File: src/rtl/neo_port_arbiter.sv
// Two-client round-robin arbiter for the NeoPixel driver's load/send port.
// A grant covers a whole transaction: any number of loads followed by one send.
module neo_port_arbiter #(
    parameter int TIMEOUT = 1024
) (
    input  logic        clock,
    input  logic        reset,
    input  logic [1:0]  req,
    input  logic [1:0]  ld_req,
    input  logic [5:0]  ld_pix,
    input  logic [3:0]  ld_col,
    input  logic [15:0] ld_lvl,
    input  logic [1:0]  snd_req,
    output logic [1:0]  grant,
    output logic [1:0]  ld_ack,
    output logic [1:0]  snd_ack,
    input  logic        ready_to_load,
    input  logic        ready_to_send,
    output logic        load_color,
    output logic        send_it,
    output logic [2:0]  pixel_index,
    output logic [1:0]  color_index,
    output logic [7:0]  color_level
);

    localparam int CW = (TIMEOUT > 1) ? $clog2(TIMEOUT) : 1;

    typedef enum logic [1:0] {IDLE, OWNED, BUSY} state_t;

    state_t        state;
    logic          owner;
    logic          last_owner;
    logic [CW-1:0] idle_cnt;

    logic       next_owner;
    logic       own_req;
    logic       own_ld;
    logic       own_snd;
    logic [1:0] owner_mask;

    // The client after last_owner wins if it requests, otherwise the other one.
    assign next_owner = last_owner ? ~req[0] : req[1];
    assign own_req    = req[owner];
    assign own_ld     = ld_req[owner];
    assign own_snd    = snd_req[owner];
    assign owner_mask = owner ? 2'b10 : 2'b01;

    always_ff @(posedge clock or posedge reset) begin
        if (reset) begin
            state       <= IDLE;
            owner       <= 1'b0;
            last_owner  <= 1'b1;
            idle_cnt    <= '0;
            grant       <= 2'b00;
            ld_ack      <= 2'b00;
            snd_ack     <= 2'b00;
            load_color  <= 1'b0;
            send_it     <= 1'b0;
            pixel_index <= 3'd0;
            color_index <= 2'd0;
            color_level <= 8'd0;
        end else begin
            load_color <= 1'b0;
            send_it    <= 1'b0;
            ld_ack     <= 2'b00;
            snd_ack    <= 2'b00;
            case (state)
                IDLE: begin
                    idle_cnt <= '0;
                    if (req != 2'b00) begin
                        owner <= next_owner;
                        grant <= next_owner ? 2'b10 : 2'b01;
                        state <= OWNED;
                    end
                end
                OWNED: begin
                    // A load blocks the send in the same cycle; the load_color
                    // term keeps either strobe from following a load back to back.
                    if (!own_req) begin
                        state      <= IDLE;
                        grant      <= 2'b00;
                        last_owner <= owner;
                    end else if (own_ld && ready_to_load && !load_color) begin
                        load_color  <= 1'b1;
                        ld_ack      <= owner_mask;
                        pixel_index <= owner ? ld_pix[5:3] : ld_pix[2:0];
                        color_index <= owner ? ld_col[3:2] : ld_col[1:0];
                        color_level <= owner ? ld_lvl[15:8] : ld_lvl[7:0];
                        idle_cnt    <= '0;
                    end else if (own_snd && !own_ld && ready_to_send && !load_color) begin
                        send_it  <= 1'b1;
                        snd_ack  <= owner_mask;
                        idle_cnt <= '0;
                        state    <= BUSY;
                    end else if (idle_cnt == CW'(TIMEOUT - 1)) begin
                        state      <= IDLE;
                        grant      <= 2'b00;
                        last_owner <= owner;
                    end else begin
                        idle_cnt <= idle_cnt + CW'(1);
                    end
                end
                BUSY: begin
                    if (ready_to_load) begin
                        state      <= IDLE;
                        grant      <= 2'b00;
                        last_owner <= owner;
                        idle_cnt   <= '0;
                    end
                end
                default: state <= IDLE;
            endcase
        end
    end

endmodule

File: config.mk
export PLATFORM = sky130hd
export DESIGN_NAME = neo_port_arbiter
export DESIGN_NICKNAME = d
export VERILOG_FILES = /design/src/rtl/neo_port_arbiter.sv
export SDC_FILE = /design/constraint.sdc
export NUM_CORES = 1
export LEC_CHECK = 0
export BUFFER_PORTS_ARGS = -buffer_cell sky130_fd_sc_hd__buf_4
export CAP_MARGIN = 20
export CORE_MARGIN = 4
export CORE_UTILIZATION = 45
export DETAILED_ROUTE_END_ITERATION = 8
export PLACE_DENSITY = 0.71
export SYNTH_ARGS = -nofsm -noshare
export SYNTH_HDL_FRONTEND = slang
export SYNTH_SLANG_ARGS = --single-unit
File: constraint.sdc
create_clock -name clock -period 2.2 [get_ports clock]
set_clock_uncertainty 0.2 [all_clocks]
set_input_delay 0.33 -clock clock [delete_from_list [all_inputs] [get_ports clock]]
set_output_delay 0.33 -clock clock [all_outputs]
set_load 0.02 [all_outputs]
==> After elaboration in Yosys (flattened, before gate mapping) <==
Cells that the tools add are included.
{ "totals": {"register_bits": 35, "inputBits": 36, "wordCells": 93} }
{ "op_classes": {"add_sub_neg": 1, "magnitude_cmp": 1, "eq_ne": 11, "mux": 50, "bitwise": 1, "n_reduce_logical": 17} }
{ "op_table": {"columns": ["cell", "count"], "rows": [
  ["$mux 10", 5],
  ["$mux 2", 20],
  ["$pmux 10 s3", 1],
  ["$mux 1", 19],
  ["$pmux 2 s3", 2],
  ["$add 10x1->10 const B", 1],
  ["$eq 10x10->1 const B", 1],
  ["$ne 3x3->1 const B", 3],
  ["$mux 8", 1],
  ["$ne 4x4->1 const B", 2],
  ["$reduce_and 4->1", 2],
  ["$ne 2x2->1 const B", 3],
  ["$reduce_and 6->1", 1],
  ["$logic_and 1x1->1", 5],
  ["$reduce_and 5->1", 1],
  ["$reduce_bool 2->1", 2],
  ["$mux 3", 1],
  ["$reduce_and 3->1", 1],
  ["$reduce_bool 3->1", 1],
  ["$eq 2x1->1 const B", 1],
  ["$eq 2x2->1 const B", 1],
  ["$logic_not 1->1", 2],
  ["$logic_not 2->1", 1],
  ["$lt 1x2->1 const B", 1],
  ["3 further kinds", 3]
]} }

==> Logic depth before layout (Yosys ltp) <==
{ "depth": {"ltp_word": 10, "depth_mapped": 8, "depth_no_buf": 7} }

==> Worst setup path after synthesis <==
No wires, ideal clock.
{ "synth_path": {"path_type": "flip-flop to flip-flop", "startpoint": "register idle_cnt[0]", "endpoint": "register grant[1]", "setup_ns": 0.125, "arrival_ns": 1.635, "required_ns": 1.875, "setup_slack_ns": 0.240, "stages_incl_launch_ff": 7, "n_path_buf": 0, "synth_period_minus_slack_ns": 1.960, "cell_sequence": "dfrtp_1 -> ha_1 -> and4_1 -> nand3_1 -> o31ai_4 -> nand2_2 -> mux2_4"} }
{ "synth_via": {"elab_chain_cells": 3} }
{ "synth_rtl": {"columns": ["element", "line_no", "source"], "rows": [
  ["start: declaration", "33", "logic [CW-1:0] idle_cnt;"],
  ["start signal: assignment", "100", "idle_cnt <= idle_cnt + CW'(1);"],
  ["$eq 10x10->1", "95", "end else if (idle_cnt == CW'(TIMEOUT - 1)) begin"],
  ["$ne 3x3->1 (no line)", null, null],
  ["$reduce_and 6->1 (no line)", null, null],
  ["end signal: assignment", "72", "grant <= next_owner ? 2'b10 : 2'b01;"],
  ["end: declaration", "14", "output logic [1:0] grant,"]
]} }
Every way passes these cells.
A chain may end at the register's enable or synchronous reset.

==> Worst setup path after layout <==
Same ends and word-level chain as after synthesis.

==> impl_metrics.toml <==
[power]
switching_share = 0.3629
finalPower_w = 0.003007
pwr_density_cell_nw_per_um2 = 1193
power.switching_w = 0.001091
power_frac_clock = 0.232
seq_power_share = 0.322
worst_ir_drop_vdd_uv = 991.3
p_int_w = 0.001916
p_leak_nw = 1.279
p_comb_frac = 0.446

[clock_network]
clock-sinks = 35
cts-buffers-inserted = 5
cts_root_buf = "clkbuf_8"
path_clk_slew_ns = 0.08
cts_tree = "done"
insertion_delay_ns = 0.29
htree_levels = 2
max-clock-path-buffers = 2

[global_route]
grt_pass1_vias = 1603
grt_max_degree = 36
grt_overflow = 0
grt_pass1_wl_mm = 7.238
grt.total_usage = 0.1784
antenna_found_initial = 0

[synthesis]
synth_area_um2 = 1858
synthTopCellsByArea = "dfrtp_1 46%, mux2i_1 8.6%, o21ai_0 4.6%"
seq_area_frac_synth = 0.4721
syn_inst = 184
synth_top_area_share = 0.4579
ys_warn_count = 0
ys_ff_latch = 35
syn_avg_cell_area_um2 = 10.10
syn_nets = 225
synth.distinct_cells = 44
yosysTopAreaCell = "dfrtp_1"

[timing]
tightestPinTransition_ns = 0.4552
slew_viol_final = 0
final.period_utilization = 0.9311
finalHoldViolations = 0
min_period_ns = 2.048
fmax_mhz = 488.2
rsz0062_at_grt = "false"
fin_hold_ws_ns = 0.05156
setup-tns-final_ns = 0
maxSlewHeadroom = 0.6965
finalSetupViolCount = 0

[setup_path]
crit_arrival_ns = 2.03
crit_type = "reg -> reg"
cp-start-kind = "flop"
required_ns = 2.18
worst-path-max-fanout = 6
end_kind = "flop"

[placement]
place_hpwl_mm = 3.228
gp_congestion = 0.8534
portBuffers = 56

[cells_and_area]
register_area_um2 = 877.1
fillers = 332
drive_gt1_frac = 0.3347
synthToLayoutAreaGrowth_pct = 35.69
nets = 291
multi_input_area_um2 = 917.1
n_antenna_cell = 0

[die]
rows = 23
fp.dieW_um = 72.26
die-height_um = 72.26
core_um2 = 4000
io_pins = 57
dieArea_um2 = 5221
start_util = 0.4645

[routing]
drtPass1Iterations = 4
post_drt_wl_per_cell_um = 14.41
routed_via_density = 5.372
vias = 1617
drtIter0Drc = 90
antenna_left = 0
wirelength_mm = 4.337
drc_errors = 0

[flow_run]
maxCapViolCount = 0

[hold_path]
hold_class = "in -> reg"

[run_status]
outcome = "completed"
## worst max-delay path: stages, from the launching register on
cell and delay [ns]:
dfrtp_1 0.42, ha_1 0.24, and4_1 0.25, nand3_1 0.17
o31ai_4 0.26, nand2_2 0.10, mux2_4 0.30
## stage by stage
stage | setup WS (ns) | instances | util | cell area [um2]
floorplan | 0.2397 | 184 | - | 1858
global placement | 0.1887 | 289 | 0.5874 | 2350
detailed placement | 0.1535 | 289 | 0.5874 | 2350
CTS | 0.1444 | 298 | 0.6240 | 2496
global route | 0.007085 | 301 | 0.6303 | 2521
finish | 0.1515 | 301 | 0.6303 | 2521
## repair_timing
item                                   4_1_cts  5_1_grt
setup endpoints to repair                    0        6
hold buffers                                 1        0
setup buffers                                0        3
endpoints found under the hold margin       34        0
gates resized for setup                      0        1
## power groups by stage
stage	Sequential [W]	Clock (W)	Combinational, W
finish	0.000969	0.000699	0.00134
global route	0.000992	0.000741	0.00148
CTS	0.000968	0.000709	0.00131
detailed placement	0.000973	0	0.00131
global placement	0.000977	0	0.00129
floorplan	0.00111	0	0.000734
## state kept, by name, indices dropped and copies added, names as in the netlist
| name | flops |
|---|---|
| color_index | 2 |
| color_level | 8 |
| grant | 2 |
| idle_cnt | 10 |
| last_owner | 1 |
| ld_ack | 2 |
| load_color | 1 |
| owner | 1 |
| pixel_index | 3 |
| send_it | 1 |
| snd_ack | 2 |
| state | 2 |
## cells in the mapped netlist
master    count
buf_2         4
a21o_1        1
a22o_1        1
nand2_1      17
dfrtp_1      34
o31ai_4       1
nand3_1       7
a211oi_1      2
a22oi_1       1
nand3_2       1
nand2_2       1
nand2b_1      5
clkbuf_1      2
o31ai_1       1
nand4_1       3
and3b_1       1
o21a_1        1
a311oi_1      1
mux2i_1      16
o21ai_0      17
a31o_2        1
nor2_1        7
ha_1          5
buf_6         1
nor4_1        1
and3b_4       1
a32o_1        1
a211o_1       1
o22a_1        1
inv_1         6
a41oi_1       1
nand3b_1      2
mux2_4        3
nor3b_1       1
and2_1        1
nor3_1        2
clkbuf_2      1
a31oi_1       5
a21oi_1      13
dfstp_2       1
and4_1        2
o21ai_1       1
nor2b_1       4
and3_1        5
## cell usage in the layout, fill, tap and decap left out, drive strengths merged, types with 2 or more instances in the layout
cell and n:
nand3b 2, bufinv 2, and3b 2, nand4 3
a211oi 2, a21oi 13, mux2 3, o21ai 18
nand2 18, dfrtp 34, nor2 7, o31ai 2
inv 6, and4 2, clkbuf 5, ha 5
nor3 2, buf 66, nor2b 4, nand2b 5
a31oi 5, mux2i 16, and3 5, nand3 8
## cell type report
class,count,area share
multi-input combinational,135,0.3638
sequential,35,0.3479
timing repair buffer,67,0.2005
clock buffer,5,0.02730
clock inverter,3,0.02680
tap,50,0.02481
inverter,6,0.008933
## final timing paths
path / cells after the start / slack, ns / start / to
worst min-delay path: 2 / 0.05 / req[0] / owner
worst min register to register: 2 / 0.28 / color_level[0] / color_level[0]
worst max register to register: 6 / 0.15 / idle_cnt[0] / grant[1]
worst max-delay path: 6 / 0.15 / idle_cnt[0] / grant[1]
max in group asynchronous: 4 / 0.95 / reset / last_owner
min in group asynchronous: 4 / 0.50 / reset / color_level[7]
## metal layers
layer,global-route usage,share of wire,up-vias
met1,0.2240,0.44,753
met2,0.2882,0.48,52
li1,-,-,802
met4,0.07098,0.021,0
met3,0.05263,0.064,10
met5,0,0,-
## cells by family (layout without fill, tap and decap cells)
family          after synthesis  count (layout)  synth area share
compound gates               50              50            0.1697
fa+ha+maj                     5               5           0.03367
buf+inv                      14              81           0.03569
flops                        35              35            0.4721
mux                          19              19            0.1104
simple gates                 61              61            0.1785
Note: power is estimated with default switching activity, not from simulation.
